## config.mk

```make
export PLATFORM = sky130hd
export DESIGN_NAME = jtag_user_rsp_flat
export DESIGN_NICKNAME = d
export VERILOG_FILES = /design/src/rtl/jtag_user_rsp_if.sv /design/src/rtl/jtag_user_rsp.sv /design/src/flat_wrapper.sv
export SDC_FILE = /design/constraint.sdc
export NUM_CORES = 1
export LEC_CHECK = 0
export ABC_AREA = 1
export CORE_ASPECT_RATIO = 0.6
export CORE_MARGIN = 4
export CORE_UTILIZATION = 50
export DETAILED_ROUTE_END_ITERATION = 6
export DONT_BUFFER_PORTS = 1
export GPL_ROUTABILITY_DRIVEN = 0
export GPL_TIMING_DRIVEN = 0
export MAX_ROUTING_LAYER = met4
export PLACE_DENSITY_LB_ADDON = 0.05
export SETUP_SLACK_MARGIN = 0.05
export SKIP_LAST_GASP = 1
export SLEW_MARGIN = 20
export SYNTH_ARGS = -nofsm -noshare
export SYNTH_HDL_FRONTEND = slang
export SYNTH_SLANG_ARGS = --single-unit
```

## constraint.sdc

```tcl
create_clock -name CLKCMS -period 5.1 [get_ports CLKCMS]
set_input_delay 0.51 -clock CLKCMS [delete_from_list [all_inputs] [get_ports CLKCMS]]
set_output_delay 0.51 -clock CLKCMS [all_outputs]
set_load 0.005 [all_outputs]
```

## src/rtl/jtag_user_rsp_if.sv

```systemverilog
// Pin bundle for the oversampled JTAG responder: TAP pins in,
// decoded function/user-register results out.
`timescale 1ns/1ps
interface jtag_user_rsp_if #(
  parameter int IR_WIDTH = 10,
  parameter int DR_WIDTH = 32
);
  logic                TCK;
  logic                TMS;
  logic                TDI;
  logic                TDO;
  logic                TDO_EN;
  logic                TAP_RST;
  logic [IR_WIDTH-1:0] IR;
  logic [7:0]          FUNC;
  logic                FUNC_STB;
  logic [DR_WIDTH-1:0] CAP_DATA;
  logic [DR_WIDTH-1:0] DR_OUT;
  logic [8:0]          DR_LEN;
  logic                DR_STB;

  modport master (
    output TCK, TMS, TDI, CAP_DATA,
    input  TDO, TDO_EN, TAP_RST, IR,
    input  FUNC, FUNC_STB,
    input  DR_OUT, DR_LEN, DR_STB
  );

  modport slave (
    input  TCK, TMS, TDI, CAP_DATA,
    output TDO, TDO_EN, TAP_RST, IR,
    output FUNC, FUNC_STB,
    output DR_OUT, DR_LEN, DR_STB
  );
endinterface

```

## src/rtl/jtag_user_rsp.sv

```systemverilog
// Fabric-side JTAG responder: oversampled TAP, IR decode, USER1
// function register and USER2 variable-length data register.
`timescale 1ns/1ps
module jtag_user_rsp #(
  parameter int                  IR_WIDTH    = 10,
  parameter logic [IR_WIDTH-1:0] USER1_CODE  = 10'h3C2,
  parameter logic [IR_WIDTH-1:0] USER2_CODE  = 10'h3C3,
  parameter logic [IR_WIDTH-1:0] BYPASS_CODE = 10'h3FF,
  parameter int                  DR_WIDTH    = 32
) (
  input  logic CLKCMS,
  input  logic RST_N,
  jtag_user_rsp_if.slave bus
);

  typedef enum logic [3:0] {
    TLR, RTI,
    SEL_DR, CAP_DR, SH_DR, EX1_DR,
    PA_DR, EX2_DR, UP_DR,
    SEL_IR, CAP_IR, SH_IR, EX1_IR,
    PA_IR, EX2_IR, UP_IR
  } tap_e;

  localparam logic [IR_WIDTH-1:0] IR_CAP =
    {{(IR_WIDTH-2){1'b0}}, 2'b01};
  localparam logic [8:0] DR_MAX = 9'(DR_WIDTH);

  logic [2:0] tck_q, tck_d;
  logic [1:0] tms_q, tms_d;
  logic [1:0] tdi_q, tdi_d;
  logic       tck_rise, tck_fall;
  logic       tms_s, tdi_s;

  tap_e state_q, state_d;

  logic sh_ir, sh_dr, cap_ir, cap_dr;
  logic tap_rst, go_up_ir, go_up_dr;
  logic sel_u1, sel_u2, act_lsb;

  logic [IR_WIDTH-1:0] ir_q, ir_d;
  logic [IR_WIDTH-1:0] ir_sh_q, ir_sh_d;
  logic [7:0]          fn_sh_q, fn_sh_d;
  logic [DR_WIDTH-1:0] dr_sh_q, dr_sh_d;
  logic [8:0]          cnt_q, cnt_d;
  logic                byp_q, byp_d;
  logic [7:0]          func_q, func_d;
  logic                func_stb_q, func_stb_d;
  logic [DR_WIDTH-1:0] dr_out_q, dr_out_d;
  logic [8:0]          dr_len_q, dr_len_d;
  logic                dr_stb_q, dr_stb_d;
  logic                tdo_q, tdo_d;

  // s1/s2 synchronize, s3 is history for edge detect
  always_comb begin
    tck_d = {tck_q[1:0], bus.TCK};
    tms_d = {tms_q[0], bus.TMS};
    tdi_d = {tdi_q[0], bus.TDI};
  end

  assign tck_rise = tck_q[1] & ~tck_q[2];
  assign tck_fall = ~tck_q[1] & tck_q[2];
  assign tms_s    = tms_q[1];
  assign tdi_s    = tdi_q[1];

  always_ff @(posedge CLKCMS or negedge RST_N) begin
    if (!RST_N) begin
      state_q <= TLR;
    end else begin
      state_q <= state_d;
    end
  end

  always_comb begin
    state_d = state_q;
    if (tck_rise) begin
      case (state_q)
        TLR:     state_d = tms_s ? TLR    : RTI;
        RTI:     state_d = tms_s ? SEL_DR : RTI;
        SEL_DR:  state_d = tms_s ? SEL_IR : CAP_DR;
        CAP_DR:  state_d = tms_s ? EX1_DR : SH_DR;
        SH_DR:   state_d = tms_s ? EX1_DR : SH_DR;
        EX1_DR:  state_d = tms_s ? UP_DR  : PA_DR;
        PA_DR:   state_d = tms_s ? EX2_DR : PA_DR;
        EX2_DR:  state_d = tms_s ? UP_DR  : SH_DR;
        UP_DR:   state_d = tms_s ? SEL_DR : RTI;
        SEL_IR:  state_d = tms_s ? TLR    : CAP_IR;
        CAP_IR:  state_d = tms_s ? EX1_IR : SH_IR;
        SH_IR:   state_d = tms_s ? EX1_IR : SH_IR;
        EX1_IR:  state_d = tms_s ? UP_IR  : PA_IR;
        PA_IR:   state_d = tms_s ? EX2_IR : PA_IR;
        EX2_IR:  state_d = tms_s ? UP_IR  : SH_IR;
        UP_IR:   state_d = tms_s ? SEL_DR : RTI;
        default: state_d = TLR;
      endcase
    end
  end

  always_comb begin
    tap_rst  = (state_q == TLR);
    sh_ir    = (state_q == SH_IR);
    sh_dr    = (state_q == SH_DR);
    cap_ir   = (state_q == CAP_IR);
    cap_dr   = (state_q == CAP_DR);
    go_up_ir = tck_rise & (state_d == UP_IR);
    go_up_dr = tck_rise & (state_d == UP_DR);
  end

  assign sel_u1 = (ir_q == USER1_CODE);
  assign sel_u2 = (ir_q == USER2_CODE);

  always_comb begin
    act_lsb = 1'b0;
    unique case (1'b1)
      sel_u1:  act_lsb = fn_sh_q[0];
      sel_u2:  act_lsb = dr_sh_q[0];
      default: act_lsb = byp_q;
    endcase
  end

  always_comb begin
    ir_d       = ir_q;
    ir_sh_d    = ir_sh_q;
    fn_sh_d    = fn_sh_q;
    dr_sh_d    = dr_sh_q;
    cnt_d      = cnt_q;
    byp_d      = byp_q;
    func_d     = func_q;
    func_stb_d = 1'b0;
    dr_out_d   = dr_out_q;
    dr_len_d   = dr_len_q;
    dr_stb_d   = 1'b0;
    tdo_d      = tdo_q;

    if (tap_rst) begin
      ir_d = BYPASS_CODE;
    end

    if (tck_rise) begin
      if (cap_ir) begin
        ir_sh_d = IR_CAP;
      end
      if (sh_ir) begin
        ir_sh_d = {tdi_s, ir_sh_q[IR_WIDTH-1:1]};
      end
      if (go_up_ir) begin
        ir_d = ir_sh_q;
      end

      if (cap_dr) begin
        fn_sh_d = func_q;
        dr_sh_d = bus.CAP_DATA;
        cnt_d   = '0;
        byp_d   = 1'b0;
      end

      if (sh_dr) begin
        unique case (1'b1)
          sel_u1: begin
            fn_sh_d = {tdi_s, fn_sh_q[7:1]};
          end
          sel_u2: begin
            dr_sh_d = dr_sh_q >> 1;
            dr_sh_d[DR_WIDTH-1] = tdi_s;
            if (cnt_q != DR_MAX) begin
              cnt_d = cnt_q + 9'd1;
            end
          end
          default: begin
            byp_d = tdi_s;
          end
        endcase
      end

      // payload sits in the top cnt bits; cnt==0 shifts everything out
      if (go_up_dr) begin
        if (sel_u1) begin
          func_d     = fn_sh_q;
          func_stb_d = 1'b1;
        end else if (sel_u2) begin
          dr_out_d = dr_sh_q >> (DR_MAX - cnt_q);
          dr_len_d = cnt_q;
          dr_stb_d = 1'b1;
        end
      end
    end

    if (tck_fall) begin
      if (sh_ir) begin
        tdo_d = ir_sh_q[0];
      end else if (sh_dr) begin
        tdo_d = act_lsb;
      end else begin
        tdo_d = 1'b0;
      end
    end
  end

  always_ff @(posedge CLKCMS or negedge RST_N) begin
    if (!RST_N) begin
      tck_q      <= '0;
      tms_q      <= '0;
      tdi_q      <= '0;
      ir_q       <= BYPASS_CODE;
      ir_sh_q    <= '0;
      fn_sh_q    <= '0;
      dr_sh_q    <= '0;
      cnt_q      <= '0;
      byp_q      <= 1'b0;
      func_q     <= '0;
      func_stb_q <= 1'b0;
      dr_out_q   <= '0;
      dr_len_q   <= '0;
      dr_stb_q   <= 1'b0;
      tdo_q      <= 1'b0;
    end else begin
      tck_q      <= tck_d;
      tms_q      <= tms_d;
      tdi_q      <= tdi_d;
      ir_q       <= ir_d;
      ir_sh_q    <= ir_sh_d;
      fn_sh_q    <= fn_sh_d;
      dr_sh_q    <= dr_sh_d;
      cnt_q      <= cnt_d;
      byp_q      <= byp_d;
      func_q     <= func_d;
      func_stb_q <= func_stb_d;
      dr_out_q   <= dr_out_d;
      dr_len_q   <= dr_len_d;
      dr_stb_q   <= dr_stb_d;
      tdo_q      <= tdo_d;
    end
  end

  assign bus.TDO      = tdo_q;
  assign bus.TDO_EN   = sh_ir | sh_dr;
  assign bus.TAP_RST  = tap_rst;
  assign bus.IR       = ir_q;
  assign bus.FUNC     = func_q;
  assign bus.FUNC_STB = func_stb_q;
  assign bus.DR_OUT   = dr_out_q;
  assign bus.DR_LEN   = dr_len_q;
  assign bus.DR_STB   = dr_stb_q;

endmodule

```

## src/flat_wrapper.sv

```systemverilog
// flat-port wrapper written by rule: the top's interface ports become plain ports
module jtag_user_rsp_flat 
#(
  parameter int                  IR_WIDTH    = 10,
  parameter logic [IR_WIDTH-1:0] USER1_CODE  = 10'h3C2,
  parameter logic [IR_WIDTH-1:0] USER2_CODE  = 10'h3C3,
  parameter logic [IR_WIDTH-1:0] BYPASS_CODE = 10'h3FF,
  parameter int                  DR_WIDTH    = 32
)
  (CLKCMS, RST_N, bus_TCK, bus_TMS, bus_TDI, bus_CAP_DATA, bus_TDO, bus_TDO_EN, bus_TAP_RST, bus_IR, bus_FUNC, bus_FUNC_STB, bus_DR_OUT, bus_DR_LEN, bus_DR_STB);
  jtag_user_rsp_if #(.IR_WIDTH(IR_WIDTH), .DR_WIDTH(DR_WIDTH)) bus_i ();
  input  logic CLKCMS;
  input  logic RST_N;
  input wire logic [$bits(bus_i.TCK)-1:0] bus_TCK;
  input wire logic [$bits(bus_i.TMS)-1:0] bus_TMS;
  input wire logic [$bits(bus_i.TDI)-1:0] bus_TDI;
  input wire logic [$bits(bus_i.CAP_DATA)-1:0] bus_CAP_DATA;
  output wire logic [$bits(bus_i.TDO)-1:0] bus_TDO;
  output wire logic [$bits(bus_i.TDO_EN)-1:0] bus_TDO_EN;
  output wire logic [$bits(bus_i.TAP_RST)-1:0] bus_TAP_RST;
  output wire logic [$bits(bus_i.IR)-1:0] bus_IR;
  output wire logic [$bits(bus_i.FUNC)-1:0] bus_FUNC;
  output wire logic [$bits(bus_i.FUNC_STB)-1:0] bus_FUNC_STB;
  output wire logic [$bits(bus_i.DR_OUT)-1:0] bus_DR_OUT;
  output wire logic [$bits(bus_i.DR_LEN)-1:0] bus_DR_LEN;
  output wire logic [$bits(bus_i.DR_STB)-1:0] bus_DR_STB;
  assign bus_i.TCK = bus_TCK;
  assign bus_i.TMS = bus_TMS;
  assign bus_i.TDI = bus_TDI;
  assign bus_i.CAP_DATA = bus_CAP_DATA;
  assign bus_TDO = bus_i.TDO;
  assign bus_TDO_EN = bus_i.TDO_EN;
  assign bus_TAP_RST = bus_i.TAP_RST;
  assign bus_IR = bus_i.IR;
  assign bus_FUNC = bus_i.FUNC;
  assign bus_FUNC_STB = bus_i.FUNC_STB;
  assign bus_DR_OUT = bus_i.DR_OUT;
  assign bus_DR_LEN = bus_i.DR_LEN;
  assign bus_DR_STB = bus_i.DR_STB;
  jtag_user_rsp #(.IR_WIDTH(IR_WIDTH), .USER1_CODE(USER1_CODE), .USER2_CODE(USER2_CODE), .BYPASS_CODE(BYPASS_CODE), .DR_WIDTH(DR_WIDTH)) u_core (.CLKCMS(CLKCMS), .RST_N(RST_N), .bus(bus_i));
endmodule
```

# [Yosys cells after proc, flatten, opt, wreduce, memory -nomap -nowiden]
# Cells that the tools add are included.
[word_totals] register_bits=133 out_inout_bits=64 wordCells=98
[op_classes] n_addsub=2 n_eq_ne=20 shifts=1 n_mux=42 bitwise=8 reduce_logical=9
[op_table] operator="$mux 32" n=3
[op_table] operator="$mux 10" n=5
[op_table] operator="$pmux 4 s12" n=1
[op_table] operator="$eq 4x4->1 const B" n=10
[op_table] operator="$mux 9" n=4
[op_table] operator="$shr 32x9->32" n=1
[op_table] operator="$mux 8" n=3
[op_table] operator="$eq 10x10->1 const B" n=2
[op_table] operator="$mux 4" n=5
[op_table] operator="$eq 4x3->1 const B" n=4
[op_table] operator="$mux 1" n=15
[op_table] operator="$add 9x1->9 const B" n=1
[op_table] operator="$ne 9x6->1 const B" n=1
[op_table] operator="$sub 6x9->9 const A" n=1
[op_table] operator="$eq 4x2->1 const B" n=2
[op_table] operator="$mux 2" n=3
[op_table] operator="$mux 3" n=2
[op_table] operator="$reduce_or 2->1" n=3
[op_table] operator="$and 1x1->1" n=4
[op_table] operator="$eq 4x1->1 const B" n=1
[op_table] operator="$logic_not 4->1" n=1
[op_table] operator="$reduce_and 4->1" n=1
[op_table] operator="$not 1->1" n=3
[op_table] operator="$reduce_and 3->1" n=1
[op_table] operator="other kinds (5)" n=5

# [Depth between registers and ports, before layout]
[depth] word_depth=8 ltp_mapped=22 ltp_nobuf=20

# [Worst setup path before layout]
# No wires, ideal clock.
[synth_timing] path_kind="register to register" start="reg u_core.cnt_q[0]" end="reg u_core.dr_out_q[4] (netlist: u_core.bus.DR_OUT[4])" arrival_time_ns=2.772 t_required_ns=5.031 path_slack_ns=2.259 stages_incl_launch_ff=21 n_path_buf=3 period_less_slack_ns=2.841 cell_sequence="dfrtp_1 -> inv_1 -> clkbuf_1 -> clkbuf_1 -> ha_1 -> inv_1 -> nor2_1 -> nand2_1 -> nand2_1 -> nand2_1 -> nand2_2 -> nand2_1 -> inv_1 -> buf_2 -> nand4_1 -> nand3_1 -> and2_1 -> nand2_1 -> nand2_1 -> nand3_1 -> nand3_1"
[synth_via] elab_chain_len=2
[synth_rtl] element="start, declared" line_no="jtag_user_rsp.sv:44" rtl="logic [8:0] cnt_q, cnt_d;"
[synth_rtl] element="start signal, assigned" line_no="jtag_user_rsp.sv:223" rtl="cnt_q <= cnt_d;"
[synth_rtl] element="$sub 6x9->9" line_no="jtag_user_rsp.sv:180" rtl="dr_out_d = dr_sh_q >> (DR_MAX - cnt_q);"
[synth_rtl] element="$shr 32x9->32" line_no="jtag_user_rsp.sv:180"
[synth_rtl] element="end signal, assigned" line_no="jtag_user_rsp.sv:227" rtl="dr_out_q <= dr_out_d;"
[synth_rtl] element="end, declared" line_no="jtag_user_rsp.sv:48" rtl="logic [DR_WIDTH-1:0] dr_out_q, dr_out_d;"
# No other way between the ends.
# A chain may end at the register's enable or synchronous reset.

# [Worst setup path after layout]
[layout_timing] start="reg u_core.cnt_q[0]" end="reg u_core.dr_out_q[6] (netlist: u_core.bus.DR_OUT[6])"
# The elaborated chain is that of the path after synthesis.

==> impl_metrics.env <==
export IMPL_cp_arrival_ps=4460
export IMPL_cts_made_buffers=17
export IMPL_skew_ps=11.99
export IMPL_top_layer_used="met4"
export IMPL_endpoint_kind="register"
export IMPL_dr_wl_met3_mm=3.413
export IMPL_ir_drop_mv=0.2150
export IMPL_clk_pin_slew_worst_paths_ps=70
export IMPL_postCtsSetupBuffers=0
export IMPL_syn_avg_cell_area_um2=7.204
export IMPL_wirelength_mm=25.48
export IMPL_dr_pass1_iters=5
export IMPL_root_buffer="clkbuf_16"
export IMPL_vias_per_cell=6.041
export IMPL_syn_instance_count=1091
export IMPL_rsz0062_at_grt="no"
export IMPL_cts_path_max_buffers=2
export IMPL_met1_length_mm=12.81
export IMPL_grt_max_degree=134
export IMPL_fin_tns_setup_ps=0
export IMPL_rows=35
export IMPL_cts_sinks=133
export IMPL_worst_pin_slew_ps=1102
export IMPL_total_power_mw=3.319
export IMPL_run_status="completed"
export IMPL_clock_latency_ps=420
export IMPL_synth_area_um2=7860
export IMPL_layout_drive_gt1_share_pct=7.473
export IMPL_period_minus_slack_ps=4106
export IMPL_antenna_found_initial=0
export IMPL_synthArstFlopShare_pct=100.0
export IMPL_timing_fmax_ghz=0.2436
export IMPL_cp_required_ps=5460
export IMPL_yosys_area_top_type_share_pct=39.16
export IMPL_first_global_vias=7302
export IMPL_portBuffers=0
export IMPL_wl_per_cell_um=19.20
export IMPL_hpwl_mm=19.23
export IMPL_synthTopCellsByArea="dfrtp_1 (39%), nand3_1 (14%), nand2_1 (13%)"
export IMPL_dieArea_um2=17860
export IMPL_area_delta_synth_final_pct=11.00
export IMPL_grt_pass1_wl_mm=40.74
export IMPL_drv_cap=0
export IMPL_multi_input_area_um2=3979
export IMPL_synth_distinct_cells=38
export IMPL_powerDensity_nw_per_um2=380.4
export IMPL_num_vias=8017
export IMPL_drv_slew=0
export IMPL_grt_use_total_pct=29.86
export IMPL_critPathMaxFanout=10
export IMPL_cp_slowest_cell="clkbuf_1"
export IMPL_n_antenna_cell=0
export IMPL_drt_iter0_markers=1278
export IMPL_synth_edff_count=0
export IMPL_syn_num_nets=1130
export IMPL_power_leakage_nw=4.030
export IMPL_yosys_warnings=0
export IMPL_slowest_delay_ps=470
export IMPL_drc_errors=0
export IMPL_fin_nets=1150
export IMPL_maxSlewHeadroom_pct=26.31
export IMPL_hold_class="in -> async"
export IMPL_grt_overflow_total=0
export IMPL_cpMostUsedCell="nand3_1"
export IMPL_setup_violations=0
export IMPL_start_kind="register"
export IMPL_fp_coreArea_um2=15370
export IMPL_fp_dieH_um=105.1
export IMPL_num_io_pins=101
export IMPL_ys_seq_area_share_pct=42.50
export IMPL_postRouteAntennaNets=0
export IMPL_worstSetupPathType="reg -> reg"
export IMPL_ys_flop_type="dfrtp_1"
export IMPL_final_seq_area_um2=3341
export IMPL_crit_chain="inv_1 -> clkbuf_1 -> clkbuf_1 -> ha_1 -> inv_1 -> nor2_1 -> nand2_1 -> nand2_1 -> nand2_1 -> nand2_2 -> nand2_1 -> inv_1 -> nand2_1 -> inv_1 -> buf_2 -> nand3_1 -> nand3_1 -> nand3_1 -> nand3_1 -> nand3_1 -> nand3_1"
export IMPL_hold_violations=0
export IMPL_die_w_um=169.9
export IMPL_synth_seq_cells=133
export IMPL_finalCritPeriodShare_pct=80.50
export IMPL_synth_largest_area_cell="dfrtp_1"
export IMPL_start_util_pct=51.14
export IMPL_cts_tree="yes"
export IMPL_nFillCells=1459
export IMPL_ctsHtreeMaxLevel=4
export IMPL_wl_met2_mm=8.949
-- where the power goes --
group	internal (mW)	switching, mW	total (mW)
Combinational	0.245	0.537	0.782
Sequential	1.16	0.135	1.30
Clock	0.694	0.546	1.24
-- state kept, by name (all words and copies together) (netlist names), 2 cells and up --
name and count:
u_core.bus.DR_LEN 9, u_core.fn_sh_q 8, u_core.cnt_q 9, u_core.bus.IR 10, u_core.bus.FUNC 8, u_core.state_q 4
u_core.tdi_q 2, u_core.dr_sh_q 32, u_core.bus.DR_OUT 32, u_core.ir_sh_q 10, u_core.tck_q 3, u_core.tms_q 2
-- synthesized netlist by cell type (3+ instances only) --
master	count
nand2_1	277
nand3_1	224
dfrtp_1	123
o21ai_0	107
nor2_1	70
inv_1	60
clkbuf_1	46
nand4_1	39
a31oi_1	35
buf_2	14
dfstp_2	10
o211ai_1	10
mux2_2	8
o22ai_1	8
nor3_1	7
buf_1	6
xor2_1	6
nand2_2	5
a21oi_1	4
clkinv_1	3
inv_2	3
o21ai_1	3
-- cell families (layout without fill, tap and decap cells) --
logic type / after synthesis / count (layout) / synth area share, %
xor gates and xnor gates: 7 / 7 / 0.7800
adders and majority gates: 2 / 2 / 0.3183
and+or+nand+nor: 636 / 636 / 36.29
AOI/OAI and AO/OA: 169 / 169 / 11.95
DFF: 133 / 133 / 42.50
buffers and inverters: 135 / 168 / 6.877
muxes: 9 / 9 / 1.274
-- repair_timing --
action / 4_1_cts / 5_1_grt
hold buffers: 1 / 0
hold endpoints to repair: 133 / 0
gates resized for setup: 0 / 0
-- final cells by class --
class                           count  area share, %
Multi-Input combinational cell    823          45.60
Sequential cell                   133          38.29
Clock buffer                       17          4.876
Buffer                             68          3.298
Tap cell                          203          2.911
Inverter                           67          2.897
Clock inverter                     15          1.807
Timing Repair Buffer                1         0.3155
-- worst max-delay path: cells and delay by family, from the launching register on --
kind	cells	cell delay [ps]
adders and majority gates	1	260
buffers and inverters	7	1690
DFF	1	450
and+or+nand+nor	13	1620
-- through the flow --
stage / utilization (%) / setup WS (ps) / std cells / hold WS [ps] / instance area [um2]
2_1_floorplan: - / 2259 / 1091 / 214.4 / 7860
3_5_place_dp: 52.79 / 1170 / 1294 / 218.5 / 8114
4_1_cts: 56.76 / 1143 / 1327 / 91.82 / 8725
3_3_place_gp: 52.79 / 1186 / 1294 / 218.0 / 8114
5_1_grt: 56.76 / 624.2 / 1327 / 86.58 / 8725
6_report: 56.76 / 994.4 / 1327 / 77.75 / 8725
-- cell usage in the layout (no fill, tap or decap), types with 14 or more instances in the layout --
cell,n
clkbuf_1,46
dfrtp_1,123
a31oi_1,35
nor2_1,70
nand3_1,224
inv_1,60
clkbuf_16,17
buf_2,14
nand4_1,39
o21ai_0,107
nand2_1,277
-- per-layer routing --
layer	GRT usage (%)	vias to the layer above
met3	11.57	29
met4	5.284	0
met2	33.81	435
met5	-	-
li1	-	3787
met1	48.41	3766
-- path summary, 6_finish.rpt --
kind                                              from                                end  slack, ps  depth (start not counted)
min reg2reg                  u_core.tck_q[0]$_DFF_PN0_          u_core.tck_q[1]$_DFF_PN0_        350                          0
max                        u_core.cnt_q[0]$_DFFE_PN0P_   u_core.bus.DR_OUT[6]$_DFFE_PN0P_        990                         21
min in group CLKCMS                            bus_TDI          u_core.tdi_q[0]$_DFF_PN0_        110                          0
max reg2reg                u_core.cnt_q[0]$_DFFE_PN0P_   u_core.bus.DR_OUT[6]$_DFFE_PN0P_        990                         21
min                                              RST_N      u_core.bus.FUNC_STB$_DFF_PN0_         80                          1
max in group asynchronous                        RST_N  u_core.bus.DR_OUT[11]$_DFFE_PN0P_       4570                          1
No activity file was read; power rests on OpenSTA's default activity.
